## config.mk

```make
export PLATFORM = sky130hd
export DESIGN_NAME = uart_result_tx_flat
export DESIGN_NICKNAME = d
export VERILOG_FILES = /design/src/rtl/uart_result_tx_pkg.sv /design/src/rtl/uart_result_tx_if.sv /design/src/rtl/uart_baud_tick.sv /design/src/rtl/uart_result_tx.sv /design/src/flat_wrapper.sv
export SDC_FILE = /design/constraint.sdc
export NUM_CORES = 1
export LEC_CHECK = 0
export CORE_AREA = 2 2 82 77
export DETAILED_ROUTE_END_ITERATION = 6
export DIE_AREA = 0 0 84 79
export SKIP_CTS_REPAIR_TIMING = 1
export SLEW_MARGIN = 20
export SYNTH_ARGS = -nofsm -noshare
export SYNTH_HDL_FRONTEND = slang
export SYNTH_SLANG_ARGS = --single-unit
export TNS_END_PERCENT = 5
```

## constraint.sdc

```tcl
create_clock -name clock -period 2.5 [get_ports clock]
set_clock_uncertainty 0.1 [all_clocks]
set_input_delay 0.25 -clock clock [delete_from_list [all_inputs] [get_ports clock]]
set_output_delay 0.25 -clock clock [all_outputs]
set_load 0.005 [all_outputs]
```

## src/rtl/uart_result_tx_pkg.sv

```systemverilog
// Shared types and constants for the UART result transmitter.
package uart_result_tx_pkg;

  typedef enum logic [1:0] {
    StIdle  = 2'd0,
    StStart = 2'd1,
    StData  = 2'd2,
    StStop  = 2'd3
  } tx_state_e;

  localparam int unsigned DefaultClksPerBit = 1042;
  localparam logic        UartIdle          = 1'b1;

  // Baud counter width; never narrower than one bit.
  function automatic int unsigned cnt_width(input int unsigned clks);
    return (clks > 2) ? $clog2(clks) : 1;
  endfunction

endpackage

```

## src/rtl/uart_result_tx_if.sv

```systemverilog
// Request/status bundle between the FSM stage and the UART result transmitter.
interface uart_result_tx_if;
  logic        ena;
  logic        start;
  logic [15:0] data;
  logic        tx;
  logic        busy;
  logic        done;

  modport master (output ena, output start, output data, input tx, input busy, input done);
  modport slave  (input ena, input start, input data, output tx, output busy, output done);
endinterface

```

## src/rtl/uart_baud_tick.sv

```systemverilog
// Bit-time counter: counts enabled cycles and flags the last cycle of each bit period.
module uart_baud_tick
  import uart_result_tx_pkg::*;
#(
  parameter int unsigned ClksPerBit = DefaultClksPerBit
) (
  input  logic clock,
  input  logic reset,
  input  logic i_en,
  input  logic i_clear,
  output logic o_tick
);

  localparam int unsigned    CntW    = cnt_width(ClksPerBit);
  localparam logic [CntW-1:0] TermCnt = CntW'(ClksPerBit - 1);

  logic [CntW-1:0] r_cnt;

  assign o_tick = i_en && !i_clear && (r_cnt == TermCnt);

  always_ff @(posedge clock or posedge reset) begin
    if (reset) begin
      r_cnt <= '0;
    end else if (i_clear) begin
      r_cnt <= '0;
    end else if (i_en) begin
      r_cnt <= o_tick ? '0 : r_cnt + CntW'(1);
    end
  end

endmodule

```

## src/rtl/uart_result_tx.sv

```systemverilog
// Sends the 16-bit ALU result as NumBytes UART 8N1 frames, low byte first, LSB first.
module uart_result_tx
  import uart_result_tx_pkg::*;
#(
  parameter int unsigned ClksPerBit = DefaultClksPerBit,
  parameter int unsigned NumBytes   = 2
) (
  input  logic             clock,
  input  logic             reset,
  uart_result_tx_if.slave  bus
);

  localparam logic LastByte = 1'(NumBytes - 1);

  tx_state_e  r_state, w_state_nxt;
  logic [2:0] r_bit, w_bit_nxt;
  logic       r_byte, w_byte_nxt;
  logic [7:0] r_shift, w_shift_nxt;
  logic [7:0] r_hi, w_hi_nxt;
  logic       r_tx, w_tx_nxt;
  logic       r_busy, w_busy_nxt;
  logic       r_done, w_done_nxt;
  logic       w_tick;

  // Counter is held at zero while idle so the start bit begins a fresh bit period.
  uart_baud_tick #(
    .ClksPerBit (ClksPerBit)
  ) u_baud (
    .clock   (clock),
    .reset   (reset),
    .i_en    (bus.ena),
    .i_clear (r_state == StIdle),
    .o_tick  (w_tick)
  );

  always_ff @(posedge clock or posedge reset) begin
    if (reset) begin
      r_state <= StIdle;
      r_bit   <= '0;
      r_byte  <= 1'b0;
      r_shift <= '0;
      r_hi    <= '0;
      r_tx    <= UartIdle;
      r_busy  <= 1'b0;
      r_done  <= 1'b0;
    end else begin
      r_state <= w_state_nxt;
      r_bit   <= w_bit_nxt;
      r_byte  <= w_byte_nxt;
      r_shift <= w_shift_nxt;
      r_hi    <= w_hi_nxt;
      r_tx    <= w_tx_nxt;
      r_busy  <= w_busy_nxt;
      r_done  <= w_done_nxt;
    end
  end

  always_comb begin
    w_state_nxt = r_state;
    w_bit_nxt   = r_bit;
    w_byte_nxt  = r_byte;
    w_shift_nxt = r_shift;
    w_hi_nxt    = r_hi;
    w_tx_nxt    = r_tx;
    w_busy_nxt  = r_busy;
    w_done_nxt  = 1'b0;
    if (bus.ena) begin
      unique case (r_state)
        StIdle: begin
          w_tx_nxt = UartIdle;
          if (bus.start) begin
            w_hi_nxt    = bus.data[15:8];
            w_shift_nxt = bus.data[7:0];
            w_byte_nxt  = 1'b0;
            w_bit_nxt   = '0;
            w_state_nxt = StStart;
            w_busy_nxt  = 1'b1;
            w_tx_nxt    = 1'b0;
          end
        end
        StStart: begin
          if (w_tick) begin
            w_state_nxt = StData;
            w_bit_nxt   = '0;
            w_tx_nxt    = r_shift[0];
          end
        end
        StData: begin
          if (w_tick) begin
            if (r_bit == 3'd7) begin
              w_state_nxt = StStop;
              w_tx_nxt    = 1'b1;
            end else begin
              w_bit_nxt   = r_bit + 3'd1;
              w_shift_nxt = {1'b0, r_shift[7:1]};
              w_tx_nxt    = r_shift[1];
            end
          end
        end
        StStop: begin
          if (w_tick) begin
            // Next byte starts straight after the stop bit, no gap.
            if (r_byte != LastByte) begin
              w_byte_nxt  = r_byte + 1'b1;
              w_shift_nxt = r_hi;
              w_state_nxt = StStart;
              w_tx_nxt    = 1'b0;
            end else begin
              w_state_nxt = StIdle;
              w_busy_nxt  = 1'b0;
              w_done_nxt  = 1'b1;
              w_tx_nxt    = UartIdle;
            end
          end
        end
        default: w_state_nxt = StIdle;
      endcase
    end
  end

  assign bus.tx   = r_tx;
  assign bus.busy = r_busy;
  assign bus.done = r_done;

endmodule

```

## src/flat_wrapper.sv

```systemverilog
// flat-port wrapper written by rule: the top's interface ports become plain ports
module uart_result_tx_flat import uart_result_tx_pkg::*;
#(
  parameter int unsigned ClksPerBit = DefaultClksPerBit,
  parameter int unsigned NumBytes   = 2
)
  (clock, reset, bus_ena, bus_start, bus_data, bus_tx, bus_busy, bus_done);
  uart_result_tx_if bus_i ();
  input  logic clock;
  input  logic reset;
  input wire logic [$bits(bus_i.ena)-1:0] bus_ena;
  input wire logic [$bits(bus_i.start)-1:0] bus_start;
  input wire logic [$bits(bus_i.data)-1:0] bus_data;
  output wire logic [$bits(bus_i.tx)-1:0] bus_tx;
  output wire logic [$bits(bus_i.busy)-1:0] bus_busy;
  output wire logic [$bits(bus_i.done)-1:0] bus_done;
  assign bus_i.ena = bus_ena;
  assign bus_i.start = bus_start;
  assign bus_i.data = bus_data;
  assign bus_tx = bus_i.tx;
  assign bus_busy = bus_i.busy;
  assign bus_done = bus_i.done;
  uart_result_tx #(.ClksPerBit(ClksPerBit), .NumBytes(NumBytes)) u_core (.clock(clock), .reset(reset), .bus(bus_i));
endmodule
```

==> results.sh <==
export IMPL_drt_iter0_markers=91
export IMPL_fmax_ghz=0.415
export IMPL_hold_path_class="in -> async"
export IMPL_clock_latency_ns=0.29
export IMPL_grtUsageTotal=0.134
export IMPL_gp_congestion=0.769
export IMPL_ys_async_sr_fraction=1.00
export IMPL_drt_wl_total_um=4020
export IMPL_grt_busiest_layer="met2"
export IMPL_multi_input_area_um2=986
export IMPL_slowest_delay_ns=0.52
export IMPL_yosysWarnings=0
export IMPL_start_kind="flop"
export IMPL_syn_instance_count=191
export IMPL_vias=1492
export IMPL_antenna_found_initial=0
export IMPL_critPathArrivalTime_ns=2.52
export IMPL_critical_path_required_ns=2.61
export IMPL_grtUsageMet1=0.183
export IMPL_dp_hpwl_um=2860
export IMPL_diodes=0
export IMPL_cap_violations=0
export IMPL_slowest_stage="or4bb_1"
export IMPL_min_period_ns=2.41
export IMPL_irDropWorstVdd_uv=399
export IMPL_ff_latch_area_um2=902
export IMPL_initial_core_util=0.336
export IMPL_endpoint_kind="flop"
export IMPL_grt_max_degree=37
export IMPL_vias_per_cell=5.02
export IMPL_cts_made_buffers=5
export IMPL_cts_root_buffer="clkbuf_8"
export IMPL_first_pass_iters=4
export IMPL_grt_pass1_vias=1523
export IMPL_portBuffers=22
export IMPL_synth_enable_flop_cells=0
export IMPL_dp_slack_ns=-0.0999
export IMPL_rows=27
export IMPL_cp_top_family="simple AND/OR/NAND/NOR gates"
export IMPL_tightest_slew_ns=0.519
export IMPL_synth_area_um2=1970
export IMPL_clock_sinks=36
export IMPL_synth_nets=220
export IMPL_ys_types=42
export IMPL_status="finished, final reports clean"
export IMPL_cts_tree="built"
export IMPL_postRouteAntennaNets=0
export IMPL_fin_ws_ns=0.0909
export IMPL_grt_pass1_wl_um=7130
export IMPL_die_w_um=84
export IMPL_drc=0
export IMPL_yosysSeqAreaShare=0.459
export IMPL_yosys_most_used_dff="dfrtp_1"
export IMPL_met2_usage=0.208
export IMPL_cp_max_fo=9
export IMPL_hold_viol_final=0
export IMPL_cts_buffer_depth=2
export IMPL_cp_cell_sequence="inv_1, ha_1, or4bb_1, or3_4, buf_4, a21boi_0, mux2_2"
export IMPL_fin_nets=253
export IMPL_synth_seq_cells=36
export IMPL_crit_buf_inv=2
export IMPL_drive_above_1_share=0.196
export IMPL_syn_area_per_cell_um2=10.3
export IMPL_layout_common_cells="35 x dfrtp_1, 22 x clkdlybuf4s50_1, 21 x nand2_1, 17 x mux2_2, 14 x buf_4"
export IMPL_nFillCells=574
export IMPL_die_height_um=79
export IMPL_rsz0062_at_grt="yes"
export IMPL_power_leakage_nw=1.07
export IMPL_power_density_nw_per_um2=1070
export IMPL_relSlewSlack=0.654
export IMPL_mostFrequentLayoutCell="dfrtp_1"
export IMPL_routedWlPerCell_um=13.5
export IMPL_met3_usage=0.0322
export IMPL_worstSetupPathType="reg -> reg"
export IMPL_die_area_um2=6640
export IMPL_ioPinCount=23
export IMPL_setup_viol=0
export IMPL_grt_overflow=0
export IMPL_htree_levels=2
export IMPL_holdWs_ns=0.272
export IMPL_syn2layout_area_growth_pct=24.6
export IMPL_core_area_um2=5840
export IMPL_post_route_period_util=0.964
export IMPL_drv_slew=0
export IMPL_clk_pin_slew_ns=0.08
==> metrics by stage <==
stage,setup TNS [ns],instance area (um2),utilization,power (mW),instances
floorplan,0,1970,-,1.76,191
global placement,-0.394,2330,0.398,2.09,289
detailed placement,-0.647,2330,0.398,2.11,289
CTS,0,2440,0.417,2.64,297
global route,-0.00562,2450,0.419,2.86,297
finish,0,2450,0.419,2.63,297
==> worst min-delay path, stage by stage <==
cell	delay [ns]
clkdlybuf4s50_1	0.39
inv_1	0.05
buf_4	0.40
==> layer usage <==
layer / up-vias / part of all wire
met5: - / 0
met4: 0 / 0.0085
met3: 2 / 0.027
met2: 18 / 0.46
met1: 722 / 0.51
li1: 750 / -
==> path summary, 6_finish.rpt <==
check	slack, ns	end	depth (start not counted)	start
worst max-delay path	0.09	u_core.bus.tx$_DFFE_PP1P_	7	u_core.r_state[0]$_DFFE_PP0P_
min in group clock	0.41	u_core.r_shift[4]$_DFFE_PP0P_	1	u_core.r_shift[4]$_DFFE_PP0P_
max in group asynchronous	1.68	u_core.bus.tx$_DFFE_PP1P_	3	reset
worst max register to register	0.09	u_core.bus.tx$_DFFE_PP1P_	7	u_core.r_state[0]$_DFFE_PP0P_
worst min register to register	0.41	u_core.r_shift[4]$_DFFE_PP0P_	1	u_core.r_shift[4]$_DFFE_PP0P_
worst min-delay path	0.27	u_core.r_shift[6]$_DFFE_PP0P_	3	reset
==> cell usage after synthesis (3+ instances only) <==
cell	count	share of area
dfrtp_1	35	0.45
nand2_1	21	0.040
mux2_2	17	0.097
nor2_1	13	0.025
ha_1	9	0.057
inv_1	9	0.017
nand3_1	9	0.023
a21oi_1	7	0.018
a22oi_1	6	0.023
clkbuf_1	6	0.011
nand2b_1	5	0.016
nand4_1	5	0.016
o21ai_0	4	0.010
or3_1	4	0.013
xor2_1	4	0.018
mux2i_1	3	0.015
==> final cells by class <==
class,count,area share
Inverter,9,0.0138
Multi-Input combinational cell,136,0.403
Tap cell,72,0.0368
Clock buffer,5,0.0281
Timing Repair Buffer,36,0.133
Clock inverter,3,0.0174
Sequential cell,36,0.368
==> kinds of logic (layout without fill, tap and decap cells) <==
group / after synthesis / in the layout / synth area share
XOR/XNOR: 5 / 5 / 0.0223
AND/OR/NAND/NOR: 69 / 69 / 0.183
flip-flops: 36 / 36 / 0.459
buffers and inverters: 19 / 53 / 0.0452
multiplexers: 20 / 20 / 0.113
AO/OA/AOI/OAI: 33 / 33 / 0.121
adder cells (fa/ha/maj): 9 / 9 / 0.0573
==> state kept, by name, indices dropped and copies added, names as in the netlist <==
register / cells
u_core.r_shift: 8
u_core.u_baud.r_cnt: 11
u_core.bus.busy: 1
u_core.bus.tx: 1
u_core.r_state: 2
u_core.r_byte: 1
u_core.r_hi: 8
u_core.r_bit: 3
u_core.bus.done: 1
==> power by group <==
group	internal, mW	switching (mW)	total, mW
Clock	0.295	0.220	0.515
Sequential	0.816	0.147	0.963
Combinational	0.587	0.563	1.15
Total	1.70	0.930	2.63
(Power assumes the default switching activity.)
